**src/rtl/bcd_pkg.sv**
```systemverilog
// bcd_pkg: shared definitions for the BCD counter link.
//   - digit constants ZERO..NINE
//   - monitor state encoding (HUNT / SYNC / LOCKED)
//   - bcd_succ(d): next digit of the 0..9 cycle
//   - bcd_legal(d): digit is a valid BCD code
package bcd_pkg;

  localparam logic [3:0] ZERO  = 4'd0;
  localparam logic [3:0] ONE   = 4'd1;
  localparam logic [3:0] TWO   = 4'd2;
  localparam logic [3:0] THREE = 4'd3;
  localparam logic [3:0] FOUR  = 4'd4;
  localparam logic [3:0] FIVE  = 4'd5;
  localparam logic [3:0] SIX   = 4'd6;
  localparam logic [3:0] SEVEN = 4'd7;
  localparam logic [3:0] EIGHT = 4'd8;
  localparam logic [3:0] NINE  = 4'd9;

  localparam logic [1:0] ST_HUNT   = 2'd0;
  localparam logic [1:0] ST_SYNC   = 2'd1;
  localparam logic [1:0] ST_LOCKED = 2'd2;

  function automatic logic [3:0] bcd_succ(input logic [3:0] d);
    return (d == NINE) ? ZERO : d + 4'd1;
  endfunction

  function automatic logic bcd_legal(input logic [3:0] d);
    return d <= NINE;
  endfunction

endpackage

```
**src/rtl/bcd_monitor_if.sv**
```systemverilog
// bcd_monitor_if: counter link as seen by the monitor.
//   digit/valid : sampled BCD stream (driven by the counter side)
//   locked      : level, monitor locked to the sequence
//   err/illegal/wrap : one-cycle status pulses
//   tens        : BCD count of completed decades while locked
//   err_cnt     : saturating error count
// master = stream source / observer, slave = monitor.
interface bcd_monitor_if #(parameter int ERR_W = 8);
  logic [3:0]       digit;
  logic             valid;
  logic             locked;
  logic             err;
  logic             illegal;
  logic             wrap;
  logic [3:0]       tens;
  logic [ERR_W-1:0] err_cnt;

  modport master (output digit, valid,
                  input  locked, err, illegal, wrap, tens, err_cnt);
  modport slave  (input  digit, valid,
                  output locked, err, illegal, wrap, tens, err_cnt);
endinterface

```
**src/rtl/bcd_decade_counter.sv**
```systemverilog
// bcd_decade_counter: one BCD digit (0..9) with clear, enable and carry-out.
//   clk, reset : clock, async active-low reset
//   clr        : synchronous clear (wins over en)
//   en         : advance one count
//   q          : current digit
//   co         : en while q==9, i.e. this step rolls over into the next digit
module bcd_decade_counter (
  input  logic       clk,
  input  logic       reset,
  input  logic       clr,
  input  logic       en,
  output logic [3:0] q,
  output logic       co
);
  import bcd_pkg::*;

  assign co = en && (q == NINE);

  always_ff @(posedge clk or negedge reset) begin
    if (!reset)   q <= ZERO;
    else if (clr) q <= ZERO;
    else if (en)  q <= bcd_succ(q);
  end
endmodule

```
**src/rtl/bcd_monitor.sv**
```systemverilog
// bcd_monitor: receive-side checker for the BCD counter stream.
// Hunts for a legal seed, confirms LOCK_COUNT consecutive in-sequence digits,
// then flags sequence breaks (err) and non-BCD codes (illegal), counting
// completed decades (tens) and errors (err_cnt, saturating).
//   clk, reset : clock, async active-low reset
//   bus        : bcd_monitor_if slave (digit/valid in, status out)
module bcd_monitor #(
  parameter int LOCK_COUNT = 3,
  parameter int ERR_W      = 8
) (
  input  logic        clk,
  input  logic        reset,
  bcd_monitor_if.slave bus
);
  import bcd_pkg::*;

  localparam logic [3:0]       LC      = 4'(LOCK_COUNT);
  // a fresh legal seed goes straight to LOCKED when one digit is enough
  localparam logic [1:0]       SEED_ST = (LOCK_COUNT == 1) ? ST_LOCKED : ST_SYNC;
  localparam logic [ERR_W-1:0] ERR_MAX = '1;

  logic [1:0]       state;
  logic [3:0]       run, expected;
  logic             err_q, illegal_q, wrap_q;
  logic [ERR_W-1:0] err_cnt;
  logic [3:0]       tens;

  logic       legal, match, in_lock, lock_loss, wrap_hit;
  logic [3:0] seed_exp;

  always_comb begin
    legal     = bcd_legal(bus.digit);
    match     = (bus.digit == expected);
    in_lock   = (state == ST_LOCKED);
    // expected is always 0..9, so an illegal digit is always a mismatch
    lock_loss = bus.valid && in_lock && !match;
    wrap_hit  = bus.valid && in_lock && match && (bus.digit == NINE);
    // on a match this equals bcd_succ(expected), so one successor serves both
    seed_exp  = bcd_succ(bus.digit);
  end

  always_ff @(posedge clk or negedge reset) begin
    if (!reset) begin
      state     <= ST_HUNT;
      run       <= 4'd0;
      expected  <= ZERO;
      err_q     <= 1'b0;
      illegal_q <= 1'b0;
      wrap_q    <= 1'b0;
      err_cnt   <= '0;
    end else begin
      err_q     <= lock_loss;
      illegal_q <= bus.valid && !legal;
      wrap_q    <= wrap_hit;
      if (lock_loss && err_cnt != ERR_MAX) err_cnt <= err_cnt + ERR_W'(1);
      if (bus.valid) begin
        case (state)
          ST_HUNT: if (legal) begin
            expected <= seed_exp;
            run      <= 4'd1;
            state    <= SEED_ST;
          end
          ST_SYNC: begin
            if (!legal) state <= ST_HUNT;
            else if (match) begin
              run      <= run + 4'd1;
              expected <= seed_exp;
              if (run + 4'd1 == LC) state <= ST_LOCKED;
            end else begin
              run      <= 4'd1;
              expected <= seed_exp;
            end
          end
          ST_LOCKED: begin
            if (match) expected <= seed_exp;
            else if (legal) begin
              run      <= 4'd1;
              expected <= seed_exp;
              state    <= SEED_ST;
            end else state <= ST_HUNT;
          end
          default: state <= ST_HUNT;
        endcase
      end
    end
  end

  // tens: advances on each in-lock decade, cleared whenever lock is lost
  bcd_decade_counter u_tens (
    .clk   (clk),
    .reset (reset),
    .clr   (lock_loss),
    .en    (wrap_hit),
    .q     (tens),
    .co    ()
  );

  assign bus.locked  = in_lock;
  assign bus.err     = err_q;
  assign bus.illegal = illegal_q;
  assign bus.wrap    = wrap_q;
  assign bus.tens    = tens;
  assign bus.err_cnt = err_cnt;
endmodule

```
**src/flat_wrapper.sv**
```systemverilog
// flat-port wrapper written by rule: the top's interface ports become plain ports
module bcd_monitor_flat import bcd_pkg::*;
#(
  parameter int LOCK_COUNT = 3,
  parameter int ERR_W      = 8
)
  (clk, reset, bus_digit, bus_valid, bus_locked, bus_err, bus_illegal, bus_wrap, bus_tens, bus_err_cnt);
  bcd_monitor_if #(.ERR_W(ERR_W)) bus_i ();
  input  logic clk;
  input  logic reset;
  input wire logic [$bits(bus_i.digit)-1:0] bus_digit;
  input wire logic [$bits(bus_i.valid)-1:0] bus_valid;
  output wire logic [$bits(bus_i.locked)-1:0] bus_locked;
  output wire logic [$bits(bus_i.err)-1:0] bus_err;
  output wire logic [$bits(bus_i.illegal)-1:0] bus_illegal;
  output wire logic [$bits(bus_i.wrap)-1:0] bus_wrap;
  output wire logic [$bits(bus_i.tens)-1:0] bus_tens;
  output wire logic [$bits(bus_i.err_cnt)-1:0] bus_err_cnt;
  assign bus_i.digit = bus_digit;
  assign bus_i.valid = bus_valid;
  assign bus_locked = bus_i.locked;
  assign bus_err = bus_i.err;
  assign bus_illegal = bus_i.illegal;
  assign bus_wrap = bus_i.wrap;
  assign bus_tens = bus_i.tens;
  assign bus_err_cnt = bus_i.err_cnt;
  bcd_monitor #(.LOCK_COUNT(LOCK_COUNT), .ERR_W(ERR_W)) u_core (.clk(clk), .reset(reset), .bus(bus_i));
endmodule
```
**config.mk**
```make
export PLATFORM = sky130hd
export DESIGN_NAME = bcd_monitor_flat
export DESIGN_NICKNAME = d
export VERILOG_FILES = /design/src/rtl/bcd_pkg.sv /design/src/rtl/bcd_monitor_if.sv /design/src/rtl/bcd_decade_counter.sv /design/src/rtl/bcd_monitor.sv /design/src/flat_wrapper.sv
export SDC_FILE = /design/constraint.sdc
export NUM_CORES = 1
export LEC_CHECK = 0
export ABC_AREA = 1
export CORE_UTILIZATION = 55
export CTS_CLUSTER_SIZE = 40
export DETAILED_ROUTE_END_ITERATION = 10
export GPL_TIMING_DRIVEN = 0
export HOLD_SLACK_MARGIN = 0.06
export PLACE_DENSITY = 0.83
export SLEW_MARGIN = 20
export SYNTH_ARGS = -nofsm -noshare
export SYNTH_HDL_FRONTEND = slang
export SYNTH_SLANG_ARGS = --single-unit
```
**constraint.sdc**
```tcl
create_clock -name clk -period 2.9 [get_ports clk]
set_input_delay 0.58 -clock clk [delete_from_list [all_inputs] [get_ports clk]]
set_output_delay 0.58 -clock clk [all_outputs]
set_load 0.005 [all_outputs]
```
==> results of run 1 <==
-- path summary, 6_finish.rpt --
kind / end / depth (start not counted)
max in group asynchronous: u_core.bus.err_cnt[7]$_DFFE_PN0P_ / 1
worst max-delay path: bus_locked / 3
min in group clk: u_core.bus.err_cnt[7]$_DFFE_PN0P_ / 2
worst min register to register: u_core.bus.err_cnt[7]$_DFFE_PN0P_ / 2
worst max register to register: u_core.bus.err_cnt[6]$_DFFE_PN0P_ / 8
worst min-delay path: u_core.state[1]$_DFFE_PN0P_ / 1
-- power breakdown --
| part | total [uW] | leakage, uW | internal, uW | switching, uW |
|---|---|---|---|---|
| clock | 156 | 0.0000150 | 53.8 | 102 |
| combinational | 467 | 0.000580 | 220 | 247 |
| sequential | 522 | 0.000329 | 426 | 95.6 |
| total | 1140 | 0.000924 | 700 | 445 |
-- per-stage QoR --
stage / utilization [%] / worst slack [ns] / total power (uW) / cells / hold slack, ns
after floorplan: - / 1.435 / 827.0 / 210 / 0.2844
after global routing: 68.10 / 0.7341 / 1246 / 267 / 0.2581
final: 68.10 / 0.8364 / 1144 / 267 / 0.2254
after detailed placement: 67.14 / 0.6819 / 1000 / 263 / 0.5186
after global placement: 67.32 / 0.7058 / 986.9 / 263 / 0.5040
after CTS: 68.10 / 0.8283 / 1156 / 267 / 0.2403
-- layer usage --
layer  part of all wire [%]  track usage, %
met5                      0               0
met3                    3.6           2.791
met1                     48           28.33
met4                    1.6           10.00
met2                     47           33.22
-- cells by family after synthesis --
logic type	after synthesis
adders and majority gates	3
DFF	25
and+or+nand+nor	120
buffers and inverters	33
AOI/OAI and AO/OA	22
xor gates and xnor gates	7
-- placed cells by master, fill, tap and decap left out, drive strengths merged --
| cell | Yosys | final |
|---|---|---|
| a21oi | 2 | 2 |
| and2 | 1 | 1 |
| buf | 1 | 2 |
| clkbuf | 0 | 4 |
| clkdlybuf4s50 | 0 | 21 |
| dfrtp | 25 | 25 |
| ha | 3 | 3 |
| inv | 32 | 32 |
| nand2 | 70 | 70 |
| nand3 | 26 | 26 |
| nand3b | 1 | 1 |
| nand4 | 6 | 6 |
| nor2 | 12 | 12 |
| nor3 | 3 | 3 |
| o211ai | 2 | 2 |
| o21ai | 17 | 17 |
| o31ai | 1 | 1 |
| or2 | 1 | 1 |
| xnor2 | 3 | 3 |
| xor2 | 4 | 4 |
-- cells in the mapped netlist --
library cell,number
nand4_2,1
o21ai_2,2
inv_2,7
nor3_1,3
xor2_1,4
or2_1,1
nor2_4,3
nand3b_1,1
nand3_1,26
o31ai_1,1
dfrtp_1,25
o211ai_1,2
xnor2_1,3
nand2_2,9
ha_1,3
buf_12,1
o21ai_1,4
nor2_1,7
a21oi_1,2
nand2_4,3
nor2_2,2
nand2_1,58
inv_4,1
inv_1,24
and2_1,1
o21ai_0,11
nand4_1,5
-- registers in the layout (all words and copies together), names as in the netlist --
register and cells:
u_core.u_tens.q 4, u_core.bus.err 1, u_core.bus.err_cnt 8, u_core.bus.illegal 1, u_core.bus.wrap 1, u_core.state 2, u_core.expected 4, u_core.run 4
-- final cells by class --
class                      count  area share (%)
clock buffer                   4           1.411
tap                           31           2.083
timing repair buffer          22           11.56
buffer                         1           1.075
inverter                      32           6.586
multi-input combinational    152           43.68
sequential                    25           33.60
-- critical path: cells and delay by family, from the launching register on --
kind                   cells  cell delay [ns]
buffers and inverters      2             0.59
AND/OR/NAND/NOR            1             0.12
flip-flops                 1             0.46
==> metrics.csv, run 1 <==
metric,value,unit
pwr dens,614.6,nW/um2
Clock H-tree levels,1,
shortest period the worst path allows,2.064,ns
largest net degree at the start of global routing,26,
RR Startpoint,u_core.bus.err_cnt[0]$_DFFE_PN0P_,
Post-DRT Antenna Nets,0,
post-CTS sizing,0,
setup violators final,0,
Worst Skew,0.002374,ns
P_leak,0.0009239,uW
mux cell area share after synthesis,0,%
post-DP HPWL,2229,um
vias in the first global route,1235,
syn_nets,220,
Worst path max stage delay,0.51,ns
ratio of cells with drive above 1 in the final layout,13.98,%
Worst-path clk slew,0.13,ns
CP Cell Sequence,inv_2 -> nor2_4 -> clkdlybuf4s50_1,
setup TNS,0,ns
Die X,55.63,um
"Req. time, crit path",2.32,ns
share of the synthesized area in the top cell type,39.56,%
Worst-Margin Slew,0.5483,ns
"area fraction in and, or, nand and nor cells after synthesis",37.26,%
CTS tree,done,
Synth Instances,210,
"Area growth, synth to finish",17.72,%
Final Max Slew Viols,0,
highest clock rate,484.6,MHz
# clock sinks,25,
first-pass GRT wire length,5168,um
1st-pass router iterations,4,
critical path class,reg2out,
Synth Area in Adders,2.373,%
fill count,235,
Slew HR,63.45,%
Num CTS Buffers,3,
die height,55.63,um
initial antenna violation count,0,
sequential element share of the synthesized area,39.56,%
antenna cell count,0,
Site Rows,19,
# hold bufs at CTS,0,
Avg WL per Cell,10.84,um
worst-path cell with the longest stage delay,clkdlybuf4s50_1,
status,finished clean,
Synth Warn #,0,
Synth area leaders,"dfrtp_1 (40%), nand2_1 (14%), nand3_1 (8.2%), inv_1 (5.7%), nand2_2 (3.6%)",
post-place instance area,1836,um2
# IOs,23,
overflow left after global routing,0,
starting DRC count in detailed routing,72,
root buf cell,clkbuf_4,
clock buffer depth,2,
insertion delay to the later sink of the worst-skew pair,0.32,ns
Synth Register Bits,25,
xor and xnor fraction of the mapped netlist area,3.877,%
Core Box Area,2734,um2
Final period util,71.16,%
Initial Util,57.85,%
syn_area_per_cell,7.531,um2
Finished Cell Area,1862,um2
startpoint types,register,
Critical path origin,u_core.state[1]$_DFFE_PN0P_,
area of the mapped netlist,1582,um2
vias per cell,5.247,
largest family of logic cells by synthesized area,simple AND/OR/NAND/NOR gates,
Compound-Gate Fraction of Synth Area,7.911,%
DRC violations left,0,
Synth area leader,dfrtp_1,
Max Cap Viol,0,
Post CTS Setup Buffer Count,0,
area occupied by registers,625.6,um2
Overall Global Routing Usage,20.90,%
Final nets,247,
Worst Path Arrival,1.48,ns
die area,3094,um2
routability cong.,0.8418,
final hold vios,0,
PortBufs,22,
crit end category,output pin,
min-delay worst type,in2async,
Multi-input gate area,813.3,um2
CP Max Fanout,5,
RSZ-0062 raised after global routing,no,
Worst VDD drop,0.4960,mV
Unique masters post-synth,27,
internal reg-to-reg setup slack,1.30,ns
Detailed Route WL,2894,um
total vias in the final route,1401,
Note: power is estimated with default switching activity, not from simulation.
==> run 2: changes to the inputs <==
--- a/config.mk
+++ b/config.mk
@@ -6,12 +6,12 @@
 export NUM_CORES = 1
 export LEC_CHECK = 0
 export ABC_AREA = 1
-export CORE_UTILIZATION = 55
+export CORE_UTILIZATION = 54
 export CTS_CLUSTER_SIZE = 40
 export DETAILED_ROUTE_END_ITERATION = 10
 export GPL_TIMING_DRIVEN = 0
 export HOLD_SLACK_MARGIN = 0.06
-export PLACE_DENSITY = 0.83
+export PLACE_DENSITY = 0.81
 export SLEW_MARGIN = 20
 export SYNTH_ARGS = -nofsm -noshare
 export SYNTH_HDL_FRONTEND = slang
==> constraint.sdc (replaced) <==
create_clock -name clk -period 2.05 [get_ports clk]
set_input_delay 0.41 -clock clk [delete_from_list [all_inputs] [get_ports clk]]
set_output_delay 0.41 -clock clk [all_outputs]
set_load 0.005 [all_outputs]
==> run 2 against run 1 <==
Compared with the run above: sequential cell count is the same; cell area is the same; cell count is the same; hold slack lost 0.18 ns; sequential power grew 42%; via count shrank 0.14%; utilization shrank 0.59 points; power grew 42%; critical path type unchanged; critical endpoint unchanged; largest cell class unchanged; largest power group unchanged.
==> metrics.csv, run 2 (same netlist as run 1, synthesis figures left out) <==
metric,value,unit,change
most frequent cells in the layout,"nand2_1 (58), nand3_1 (26), dfrtp_1 (25)",,
Worst VDD drop,0.6715,mV,+35%
fill count,236,,+0.43%
M1 wire length,1458,um,+4.6%
Final nets,247,,unchanged
startpoint types,register,,
RR Endpoint,u_core.bus.err_cnt[5]$_DFFE_PN0P_,,
clock buffer depth,2,,unchanged
Overall Global Routing Usage,20.60,%,-0.30 points
shortest period the worst path allows,1.898,ns,
min-delay worst type,in2async,,
insertion delay to the later sink of the worst-skew pair,0.32,ns,about the same
post-place instance area,1836,um2,unchanged
CTS tree,done,,
Final period util,92.57,%,
antenna cell count,0,,unchanged
Max Cap Viol,0,,unchanged
Worst Reg-to-Reg Cells,7,,-1
Multi-input gate area,813.3,um2,unchanged
Worst-path clk slew,0.14,ns,about the same
post-DP HPWL,2256,um,+1.2%
"most common cell after layout, fill and taps aside",nand2_1,,
Worst path max stage delay,0.51,ns,about the same
die area,3149,um2,+1.8%
ratio of cells with drive above 1 in the final layout,13.98,%,unchanged
P_leak,0.0009239,uW,unchanged
setup violators final,0,,unchanged
overflow left after global routing,0,,unchanged
max FFs per register,8,,unchanged
DRC violations left,0,,unchanged
largest reg by FF count,u_core.bus.err_cnt,,
pwr dens,872.7,nW/um2,+42%
worst-path cell with the longest stage delay,clkdlybuf4s50_1,,
Initial Util,57.35,%,-0.50 points
Avg WL per Cell,10.91,um,+0.69%
Detailed Route WL,2914,um,+0.69%
vias per cell,5.240,,-0.14%
CP Cell Sequence,inv_2 -> nor2_4 -> clkdlybuf4s50_1,,
internal reg-to-reg setup slack,0.44,ns,-0.86 ns
RR Startpoint,u_core.bus.err_cnt[0]$_DFFE_PN0P_,,
Site Rows,19,,unchanged
# IOs,23,,unchanged
Die X,56.12,um,+0.88%
largest net degree at the start of global routing,26,,unchanged
"Area growth, synth to finish",17.72,%,unchanged
"Req. time, crit path",1.64,ns,-0.68 ns
area occupied by registers,625.6,um2,unchanged
DR WL met2,1337,um,-0.82%
Critical path origin,u_core.state[1]$_DFFE_PN0P_,,
Worst Skew,0.01580,ns,+0.01342 ns
PortBufs,22,,unchanged
Final Max Slew Viols,0,,unchanged
routability cong.,0.8815,,+4.7%
starting DRC count in detailed routing,44,,-39%
highest clock rate,527.0,MHz,
Clock H-tree levels,1,,unchanged
root buf cell,clkbuf_4,,
total vias in the final route,1399,,-0.14%
Core Box Area,2758,um2,+0.87%
Worst-Margin Slew,0.5550,ns,+0.006694 ns
Num CTS Buffers,3,,unchanged
first-pass GRT wire length,5188,um,+0.39%
Worst Path Arrival,1.49,ns,about the same
Slew HR,63.00,%,-0.45 points
final hold vios,0,,unchanged
# hold bufs at CTS,0,,unchanged
die height,56.12,um,+0.88%
initial antenna violation count,0,,unchanged
RSZ-0062 raised after global routing,no,,
critical path class,reg2out,,
Worst Hold Slack,0.05035,ns,-0.1750 ns
Post-DRT Antenna Nets,0,,unchanged
crit end category,output pin,,
CP Max Fanout,5,,unchanged
post-CTS sizing,0,,unchanged
status,finished clean,,
# clock sinks,25,,unchanged
Post CTS Setup Buffer Count,0,,unchanged
vias in the first global route,1221,,-1.1%
Top Metal Used,met4,,
Finished Cell Area,1862,um2,unchanged
1st-pass router iterations,4,,unchanged
met3 routed WL,100,um,-2.9%
==> run 2: worst max-delay path: cells and delay by family, from the launching register on <==
family | cells | cell delay, ns
buffers and inverters | 2 | 0.59
DFF | 1 | 0.46
and+or+nand+nor | 1 | 0.12
==> run 2: layout make-up <==
class / count / area share [%]
Clock buffer: 4 / 1.411
Timing Repair Buffer: 22 / 11.56
Inverter: 32 / 6.586
Multi-Input combinational cell: 152 / 43.68
Sequential cell: 25 / 33.60
Tap cell: 31 / 2.083
Buffer: 1 / 1.075
==> run 2: through the flow <==
| stage | setup TNS [ns] | total power [uW] | util [%] | setup WS, ns | instances |
|---|---|---|---|---|---|
| 2_1_floorplan | 0 | 1170 | - | 0.6430 | 210 |
| 3_3_place_gp | 0 | 1398 | 66.74 | 0.02891 | 263 |
| 3_5_place_dp | -0.01364 | 1416 | 66.56 | -0.01364 | 263 |
| 4_1_cts | 0 | 1641 | 67.51 | 0.1434 | 267 |
| 5_1_grt | 0 | 1769 | 67.51 | 0.06279 | 267 |
| 6_report | 0 | 1625 | 67.51 | 0.1523 | 267 |
==> run 2: worst max-delay path by stage <==
stage,slack [ns],cells past startpoint,to
final,0.15,3,bus_locked
after global routing,0.06,3,bus_locked
after CTS,0.14,3,bus_locked
after detailed placement,-0.01,10,u_core.expected[3]$_DFFE_PN0P_
after global placement,0.03,10,u_core.expected[3]$_DFFE_PN0P_
after floorplan,0.64,8,u_core.bus.err_cnt[2]$_DFFE_PN0P_
==> run 2: report_power, final <==
| group | internal, uW | total (uW) | switching [uW] |
|---|---|---|---|
| sequential | 603 | 743 | 140 |
| clock | 76.0 | 222 | 146 |
| combinational | 312 | 660 | 348 |
==> run 2: metal layers <==
| metal | vias to the layer above | GRT usage, % |
|---|---|---|
| li1 | 729 | - |
| met1 | 636 | 28.96 |
| met2 | 32 | 33.16 |
| met3 | 2 | 2.791 |
| met4 | 0 | 6.272 |
| met5 | - | 0 |
==> run 3: changes to the inputs <==
--- a/config.mk
+++ b/config.mk
@@ -12,6 +12,7 @@
 export GPL_TIMING_DRIVEN = 0
 export HOLD_SLACK_MARGIN = 0.06
 export PLACE_DENSITY = 0.81
+export REMOVE_ABC_BUFFERS = 1
 export SLEW_MARGIN = 20
 export SYNTH_ARGS = -nofsm -noshare
 export SYNTH_HDL_FRONTEND = slang
==> run 3 against run 2 <==
Compared with the run above: utilization decreased by 0.59 points; critical path depth unchanged; cell area decreased by 0.87%; register-to-register slack improved by 0.06 ns; non-clock buffer count decreased by 1; first-iteration DRC count increased by 18%; die area unchanged; power decreased by 0.98%; combinational power decreased by 2%; routed wire length decreased by 4.6%; maximum frequency increased by 1.3%; critical path type unchanged.
==> metrics.csv, run 3 (same netlist as run 1, synthesis figures left out) <==
metric,value,unit,change
status,finished clean,,
post-CTS sizing,0,,unchanged
1st-pass router iterations,5,,+1
final hold vios,0,,unchanged
CTS tree,done,,
"Req. time, crit path",1.64,ns,about the same
CP Max Fanout,5,,unchanged
Worst Skew,0.009717,ns,-0.006082 ns
first-pass GRT wire length,4878,um,-6.0%
Detailed Route WL,2780,um,-4.6%
Initial Util,57.35,%,unchanged
Worst-path clk slew,0.14,ns,about the same
dpl ws,0.02224,ns,+0.03588 ns
post-DP HPWL,2159,um,-4.3%
# IOs,23,,unchanged
vias per cell,5.094,,-2.8%
shortest period the worst path allows,1.873,ns,-0.02494 ns
P_leak,0.0009123,uW,-1.3%
initial antenna violation count,0,,unchanged
max FFs per register,8,,unchanged
"most common cell after layout, fill and taps aside",nand2_1,,
die area,3149,um2,unchanged
most frequent cells in the layout,"nand2_1 (58), nand3_1 (26), dfrtp_1 (25)",,
# clock sinks,25,,unchanged
vias in the first global route,1175,,-3.8%
highest clock rate,534.0,MHz,+1.3%
Finished Cell Area,1846,um2,-0.87%
PortBufs,22,,unchanged
Final nets,246,,-0.40%
RSZ-0062 raised after global routing,no,,
Overall Global Routing Usage,19.14,%,-1.5 points
fin worst setup slack,0.1773,ns,+0.02494 ns
Clock H-tree levels,1,,unchanged
ratio of cells with drive above 1 in the final layout,14.04,%,+0.060 points
pwr dens,871.8,nW/um2,-0.10%
largest reg by FF count,u_core.bus.err_cnt,,
largest net degree at the start of global routing,26,,unchanged
total vias in the final route,1355,,-3.1%
Avg WL per Cell,10.45,um,-4.2%
critical path class,reg2out,,
startpoint types,register,,
routability cong.,0.8573,,-2.7%
setup TNS,0,ns,unchanged
Die X,56.12,um,unchanged
Final Max Slew Viols,0,,unchanged
min-delay worst type,in2async,,
clock buffer depth,2,,unchanged
"Area growth, synth to finish",16.69,%,
die height,56.12,um,unchanged
Slew HR,63.85,%,+0.85 points
crit end category,output pin,,
Post-DRT Antenna Nets,0,,unchanged
Num CTS Buffers,3,,unchanged
Site Rows,19,,unchanged
antenna cell count,0,,unchanged
Worst Reg-to-Reg Cells,7,,unchanged
Worst-Margin Slew,0.5422,ns,-0.01279 ns
setup violators final,0,,unchanged
# hold bufs at CTS,0,,unchanged
root buf cell,clkbuf_4,,
fill count,245,,+3.8%
overflow left after global routing,0,,unchanged
Post CTS Setup Buffer Count,0,,unchanged
Core Box Area,2758,um2,unchanged
Worst Path Arrival,1.46,ns,-0.03 ns
insertion delay to the later sink of the worst-skew pair,0.32,ns,about the same
Worst VDD drop,0.6968,mV,+3.8%
DRC violations left,0,,unchanged
Final period util,91.35,%,-1.2 points
starting DRC count in detailed routing,52,,+18%
post-place instance area,1815,um2,-1.1%
Max Cap Viol,0,,unchanged
## run 3: final cells by class
cell class	count	area (um2)	area share [%]
multi-input cells	152	813.3	44.07
clock inverters	1	7.507	0.4068
repair buffers	22	215.2	11.66
flip-flops and latches	25	625.6	33.90
inverters	32	122.6	6.644
well taps	31	38.79	2.102
clock buffers	3	22.52	1.220
## run 3: metrics by stage
step / total power (uW) / hold WS, ns / std cells / utilization, %
3_3_place_gp: 1385 / 0.5098 / 262 / 66.02
5_1_grt: 1738 / 0.09924 / 266 / 66.92
4_1_cts: 1622 / 0.06688 / 266 / 66.92
2_1_floorplan: 1156 / 0.1144 / 209 / -
6_report: 1609 / 0.05290 / 266 / 66.92
3_5_place_dp: 1400 / 0.4300 / 262 / 65.83
## run 3: final timing paths
kind                                                      to  slack, ns                         startpoint
min in group clk           u_core.bus.err_cnt[7]$_DFFE_PN0P_       0.54  u_core.bus.err_cnt[7]$_DFFE_PN0P_
max in group asynchronous  u_core.bus.err_cnt[0]$_DFFE_PN0P_       1.63                              reset
max                                               bus_locked       0.18        u_core.state[1]$_DFFE_PN0P_
max reg2reg                u_core.bus.err_cnt[5]$_DFFE_PN0P_       0.50  u_core.bus.err_cnt[0]$_DFFE_PN0P_
min                        u_core.bus.err_cnt[3]$_DFFE_PN0P_       0.05                              reset
min reg2reg                u_core.bus.err_cnt[7]$_DFFE_PN0P_       0.54  u_core.bus.err_cnt[7]$_DFFE_PN0P_
## run 3: metal layers
layer | wire (um) | vias up | global-route usage (%) | part of all wire [%]
li1 | - | 722 | - | -
met4 | 17 | 0 | 5.226 | 0.61
met2 | 1275 | 20 | 31.29 | 46
met5 | 0 | - | 0 | 0
met3 | 77 | 2 | 2.093 | 2.8
met1 | 1411 | 611 | 27.03 | 51
## run 3: report_power, final
part | total (uW) | internal [uW] | switching, uW
logic | 646 | 299 | 347
clock network | 223 | 74.4 | 149
registers | 740 | 603 | 137
total | 1610 | 977 | 632
## run 3: worst max-delay path, stage by stage (launching register included)
cell and delay (ns):
dfrtp_1 0.45, inv_2 0.08, nor2_4 0.11, clkdlybuf4s50_1 0.51
